<file path="src/rtl/loader_sequencer.sv">
// Host-side sequencer for the matrix data loader: takes a job descriptor,
// streams clear/dims/data to the loader, drains, then holds the product.
module loader_sequencer #(
  parameter int unsigned CTRL_DELAY = 1,
  parameter int unsigned MULT_LAT   = 2,
  parameter int unsigned MAX_ELEM   = 4
) (
  input  logic        CLK,
  input  logic        RST,
  input  logic        cmd_valid,
  output logic        cmd_ready,
  input  logic [15:0] cmd_dims,
  output logic        cmd_err,
  input  logic        in_valid,
  output logic        in_ready,
  input  logic [7:0]  in_data,
  output logic [7:0]  ld_data,
  output logic [1:0]  ld_ctrl,
  input  logic [63:0] res_mat,
  output logic        res_valid,
  input  logic        res_ready,
  output logic [63:0] res_out,
  output logic        busy
);

  // Drain counter runs 0..DrainLen inclusive, so the capture lands one cycle after
  // the loader's multiply latency has elapsed from the last data code at ld_ctrl.
  localparam int unsigned DrainLen = CTRL_DELAY + MULT_LAT;
  localparam int unsigned DrainW   = $clog2(DrainLen + 1);
  localparam logic [7:0]  MaxElem  = 8'(MAX_ELEM);

  localparam logic [1:0] CodeData  = 2'd0;
  localparam logic [1:0] CodeDim   = 2'd1;
  localparam logic [1:0] CodeClear = 2'd2;
  localparam logic [1:0] CodeIdle  = 2'd3;

  typedef enum logic [2:0] {
    StIdle,
    StClear,
    StDims,
    StData,
    StDrain,
    StResult
  } state_e;

  state_e                     state_q, state_d;
  logic [15:0]                dims_q, dims_d;
  logic [1:0]                 dim_idx_q, dim_idx_d;
  logic [3:0]                 elem_cnt_q, elem_cnt_d;
  logic [3:0]                 total_q, total_d;
  logic [DrainW-1:0]          drain_cnt_q, drain_cnt_d;
  logic [7:0]                 ld_data_q, ld_data_d;
  logic [1:0]                 code_q, code_d;
  logic [CTRL_DELAY-1:0][1:0] ctrl_dly_q, ctrl_dly_d;
  logic                       cmd_err_q, cmd_err_d;
  logic [63:0]                res_out_q, res_out_d;

  logic [3:0] r1, c1, r2, c2;
  logic [7:0] prod_a, prod_b;
  logic       cmd_bad;

  // Decode the offered descriptor and flag any shape the loader cannot take.
  always_comb begin
    r1      = cmd_dims[15:12];
    c1      = cmd_dims[11:8];
    r2      = cmd_dims[7:4];
    c2      = cmd_dims[3:0];
    prod_a  = {4'h0, r1} * {4'h0, c1};
    prod_b  = {4'h0, r2} * {4'h0, c2};
    cmd_bad = (r1 == 4'h0) || (c1 == 4'h0) || (r2 == 4'h0) || (c2 == 4'h0) ||
              (c1 != r2) || (prod_a > MaxElem) || (prod_b > MaxElem);
  end

  // Next-state, raw loader code and handshake outputs.
  always_comb begin
    state_d     = state_q;
    dims_d      = dims_q;
    dim_idx_d   = dim_idx_q;
    elem_cnt_d  = elem_cnt_q;
    total_d     = total_q;
    drain_cnt_d = drain_cnt_q;
    ld_data_d   = ld_data_q;
    code_d      = CodeIdle;
    cmd_err_d   = 1'b0;
    res_out_d   = res_out_q;
    cmd_ready   = 1'b0;
    in_ready    = 1'b0;

    unique case (state_q)
      StIdle: begin
        cmd_ready = 1'b1;
        if (cmd_valid) begin
          if (cmd_bad) begin
            cmd_err_d = 1'b1;
          end else begin
            dims_d  = cmd_dims;
            total_d = prod_a[3:0] + prod_b[3:0];
            state_d = StClear;
          end
        end
      end
      StClear: begin
        code_d    = CodeClear;
        ld_data_d = 8'h00;
        dim_idx_d = 2'd0;
        state_d   = StDims;
      end
      StDims: begin
        code_d = CodeDim;
        unique case (dim_idx_q)
          2'd0: ld_data_d = {4'h0, dims_q[15:12]};
          2'd1: ld_data_d = {4'h0, dims_q[11:8]};
          2'd2: ld_data_d = {4'h0, dims_q[7:4]};
          2'd3: ld_data_d = {4'h0, dims_q[3:0]};
          default: ld_data_d = 8'h00;
        endcase
        dim_idx_d = dim_idx_q + 2'd1;
        if (dim_idx_q == 2'd3) begin
          elem_cnt_d = 4'h0;
          state_d    = StData;
        end
      end
      StData: begin
        in_ready = 1'b1;
        // A stall keeps the idle code so the loader never counts a phantom element.
        if (in_valid) begin
          ld_data_d  = in_data;
          code_d     = CodeData;
          elem_cnt_d = elem_cnt_q + 4'd1;
          if (elem_cnt_q + 4'd1 == total_q) begin
            drain_cnt_d = '0;
            state_d     = StDrain;
          end
        end
      end
      StDrain: begin
        drain_cnt_d = drain_cnt_q + 1'b1;
        if (drain_cnt_q == DrainW'(DrainLen)) begin
          res_out_d = res_mat;
          state_d   = StResult;
        end
      end
      StResult: begin
        if (res_ready) begin
          state_d = StIdle;
        end
      end
      default: state_d = StIdle;
    endcase
  end

  // Control code delay line: aligns each code with the loader's registered byte.
  always_comb begin
    ctrl_dly_d    = ctrl_dly_q;
    ctrl_dly_d[0] = code_q;
    for (int i = 1; i < int'(CTRL_DELAY); i++) begin
      ctrl_dly_d[i] = ctrl_dly_q[i-1];
    end
  end

  // State and output registers; reset parks the loader bus on the idle code.
  always_ff @(posedge CLK or posedge RST) begin
    if (RST) begin
      state_q     <= StIdle;
      dims_q      <= 16'h0000;
      dim_idx_q   <= 2'd0;
      elem_cnt_q  <= 4'h0;
      total_q     <= 4'h0;
      drain_cnt_q <= '0;
      ld_data_q   <= 8'h00;
      code_q      <= CodeIdle;
      ctrl_dly_q  <= '1;
      cmd_err_q   <= 1'b0;
      res_out_q   <= 64'h0;
    end else begin
      state_q     <= state_d;
      dims_q      <= dims_d;
      dim_idx_q   <= dim_idx_d;
      elem_cnt_q  <= elem_cnt_d;
      total_q     <= total_d;
      drain_cnt_q <= drain_cnt_d;
      ld_data_q   <= ld_data_d;
      code_q      <= code_d;
      ctrl_dly_q  <= ctrl_dly_d;
      cmd_err_q   <= cmd_err_d;
      res_out_q   <= res_out_d;
    end
  end

  assign ld_data   = ld_data_q;
  assign ld_ctrl   = ctrl_dly_q[CTRL_DELAY-1];
  assign cmd_err   = cmd_err_q;
  assign res_out   = res_out_q;
  assign res_valid = (state_q == StResult);
  assign busy      = (state_q != StIdle);

endmodule

</file>
<file path="config.mk">
export PLATFORM = sky130hd
export DESIGN_NAME = loader_sequencer
export DESIGN_NICKNAME = d
export VERILOG_FILES = /design/src/rtl/loader_sequencer.sv
export SDC_FILE = /design/constraint.sdc
export NUM_CORES = 1
export LEC_CHECK = 0
export ABC_AREA = 1
export BUFFER_PORTS_ARGS = -buffer_cell sky130_fd_sc_hd__buf_4
export CORE_MARGIN = 4
export CORE_UTILIZATION = 56
export DETAILED_ROUTE_END_ITERATION = 10
export PLACE_DENSITY = 0.86
export SLEW_MARGIN = 25
export SYNTH_ARGS = -nofsm -noshare
export SYNTH_HDL_FRONTEND = slang
export SYNTH_SLANG_ARGS = --single-unit
</file>
<file path="constraint.sdc">
create_clock -name CLK -period 6.7 [get_ports CLK]
set_input_delay 1.34 -clock CLK [delete_from_list [all_inputs] [get_ports CLK]]
set_output_delay 1.34 -clock CLK [all_outputs]
set_load 0.01 [all_outputs]
</file>
==> out/results.ini <==
[yosys]
synthCells=620
synth_area_per_cell_um2=9.354
ys_seq_area_frac=0.4669
syn-num-nets=755
synth_edf_count=0
yosysUniqueCellTypes=32
async_reset_ff_frac=1.000
ys_ff_latch=108
synth_area_um2=5799
yosys_warnings=0
synthFlopType=dfrtp_1

[timing]
tns_ps=0
fmax_mhz=222.0
slew-limit-headroom=0.4711
setup_slack_ps=2195
min_period_over_period=0.6725
fin_crit_ps=4505
hold_viol_final=0
holdWs_ps=363.3
setup_viol=0
rsz0062_at_grt=false
fin_skew_ps=9.512
tightestPinTransition_ps=793.3
slew_violations=0

[drt]
drcViolationCount=0
routed_wl_mm=15.69
detail-route-antenna-nets=0
num_vias=4826
routedWlPerCell_um=16.93
drt-vias-per-instance=5.206
drtIter0Drc=290
first_pass_iters=4

[grt]
grt_pass1_wl_mm=24.67
gr-total-overflow=0
grt_use_total=0.2682
grt_max_degree=87
antenna_found_initial=0
grt_pass1_vias=4996

[die]
die_w_um=109.8
core.rowCount=36
fp.dieH_um=109.8
io_pins=172
coreArea_um2=9910
start_util=0.5852
die-area_um2=12050

[clocking]
cts_made_buffers=9
clk_path_buf_depth=2
cts_root_buf=clkbuf_8
clk-insertion-delay-late_ps=370
clk_pin_slew_ps=100
post-cts-setup-buffers=0
postCtsHoldBufs=0
cts_tree=built
h-tree-depth=3
post_cts_resize_count=0
clock-sinks=108

[placed_design]
dp_hpwl_mm=12.44
io_buffers=171
dp_slack_ps=1827
placed_area_um2=7163
routabilityCongestion=0.9575

[critical_path]
path_max_fanout=39
crit_required_ps=6970
arrival_ps=4770
crit_type=in -> reg
cp-end-kind=flop
start_kind=input pin

[finish]
final_nets=924
area_growth_pct=27.49
postLayoutCellArea_um2=7393
diodes=0
drive_above_1_share=0.3224

[power_and_ir_drop]
p_leak_nw=3.934
p_per_area_nw_per_um2=364.4
ir_drop_mv=0.2267

[flow_run]
cap_violations=0

[hold_path]
hold_class=reg -> reg

[outcome]
status=finished clean

[per-stage QoR]
| stage | cells | power (W) | utilization |
|---|---|---|---|
| detailed placement | 911 | 0.002269 | 0.7229 |
| floorplan | 620 | 0.001647 | - |
| CTS | 927 | 0.002711 | 0.7457 |
| finish | 927 | 0.002694 | 0.7461 |
| global placement | 911 | 0.002185 | 0.7229 |
| global route | 927 | 0.002870 | 0.7461 |
[placed cells by master, fill, tap and decap left out, drive strengths merged, types with 11 or more instances in the layout]
master / n
nand2: 153
nor2: 49
buf: 173
clkbuf: 11
mux2: 64
o21ai: 43
a21oi: 12
nand3: 21
dfrtp: 104
inv: 87
ha: 33
[power by group]
part,switching [W],internal [W]
Combinational,0.000598,0.000592
Clock,0.000213,0.000222
Sequential,0.000155,0.000914
[logic make-up (layout without fill, tap and decap cells)]
family,after synthesis,after routing,synth area share
DFF,108,108,0.4669
muxes,64,64,0.1243
adders and majority gates,42,42,0.1023
AOI/OAI and AO/OA,68,68,0.06257
xor gates and xnor gates,9,9,0.01359
and+or+nand+nor,227,227,0.1562
buffers and inverters,102,276,0.07422
[layer usage]
metal,vias to the layer above,global-route usage,share of wire
met5,-,0,0
met4,0,0.1229,0.032
met3,38,0.04815,0.077
met2,195,0.4865,0.52
met1,2270,0.3057,0.38
li1,2323,-,-
[area by class of cell]
| cell class | count | area, um2 |
|---|---|---|
| Sequential cell | 108 | 2708 |
| Multi-Input combinational cell | 410 | 2661 |
| Inverter | 87 | 329.1 |
| Clock buffer | 11 | 141.4 |
| Fill cell | 703 | 2516 |
| Clock inverter | 5 | 85.08 |
| Timing Repair Buffer | 173 | 1303 |
| Tap cell | 133 | 166.4 |
[registers in the layout, indices dropped and copies added, names as in the netlist]
signal,cells
elem_cnt_q,4
state_q,3
code_q,2
ld_data,8
dim_idx_q,2
total_q,4
ld_ctrl,2
cmd_err,1
res_out,64
drain_cnt_q,2
dims_q,16
[path summary, 6_finish.rpt]
check                              end   startpoint  slack [ps]  cells after the start
max                          dims_q[7]  cmd_dims[4]        2190                     15
min                         ld_ctrl[1]    code_q[1]         360                      0
max reg2reg                res_out[39]   state_q[0]        4380                      7
min reg2reg                 ld_ctrl[1]    code_q[1]         360                      0
max in group asynchronous    dims_q[9]          RST        4760                      3
min in group asynchronous   res_out[6]          RST         910                      2
[worst max-delay path, stage by stage]
cell     delay (ps)
buf_4           120
nand2_1          80
fa_1            520
fa_1            550
inv_1            70
fa_1            530
nor2_1          180
o21ai_0         110
nor2_1          100
nand2_1          50
nor2_1           80
nand2_1          70
nor2_2          110
nand3_2         490
o21ai_0         390
[Yosys cell counts, types with 3 or more instances]
master	n	area [um2]
a21oi_1	12	60.06
a31oi_1	8	50.05
buf_2	4	20.02
buf_4	7	52.55
dfrtp_1	104	2603
dfstp_2	4	105.1
fa_1	9	180.2
ha_1	33	412.9
inv_1	85	319.1
mux2_1	7	78.83
mux2_2	57	641.9
nand2_1	152	570.6
nand3_1	20	100.1
nand4_1	3	18.77
nor2_1	47	176.4
o21ai_0	30	150.1
o21ai_1	13	65.06
xnor2_1	4	35.03
xor2_1	5	43.79
(Power assumes the default switching activity.)
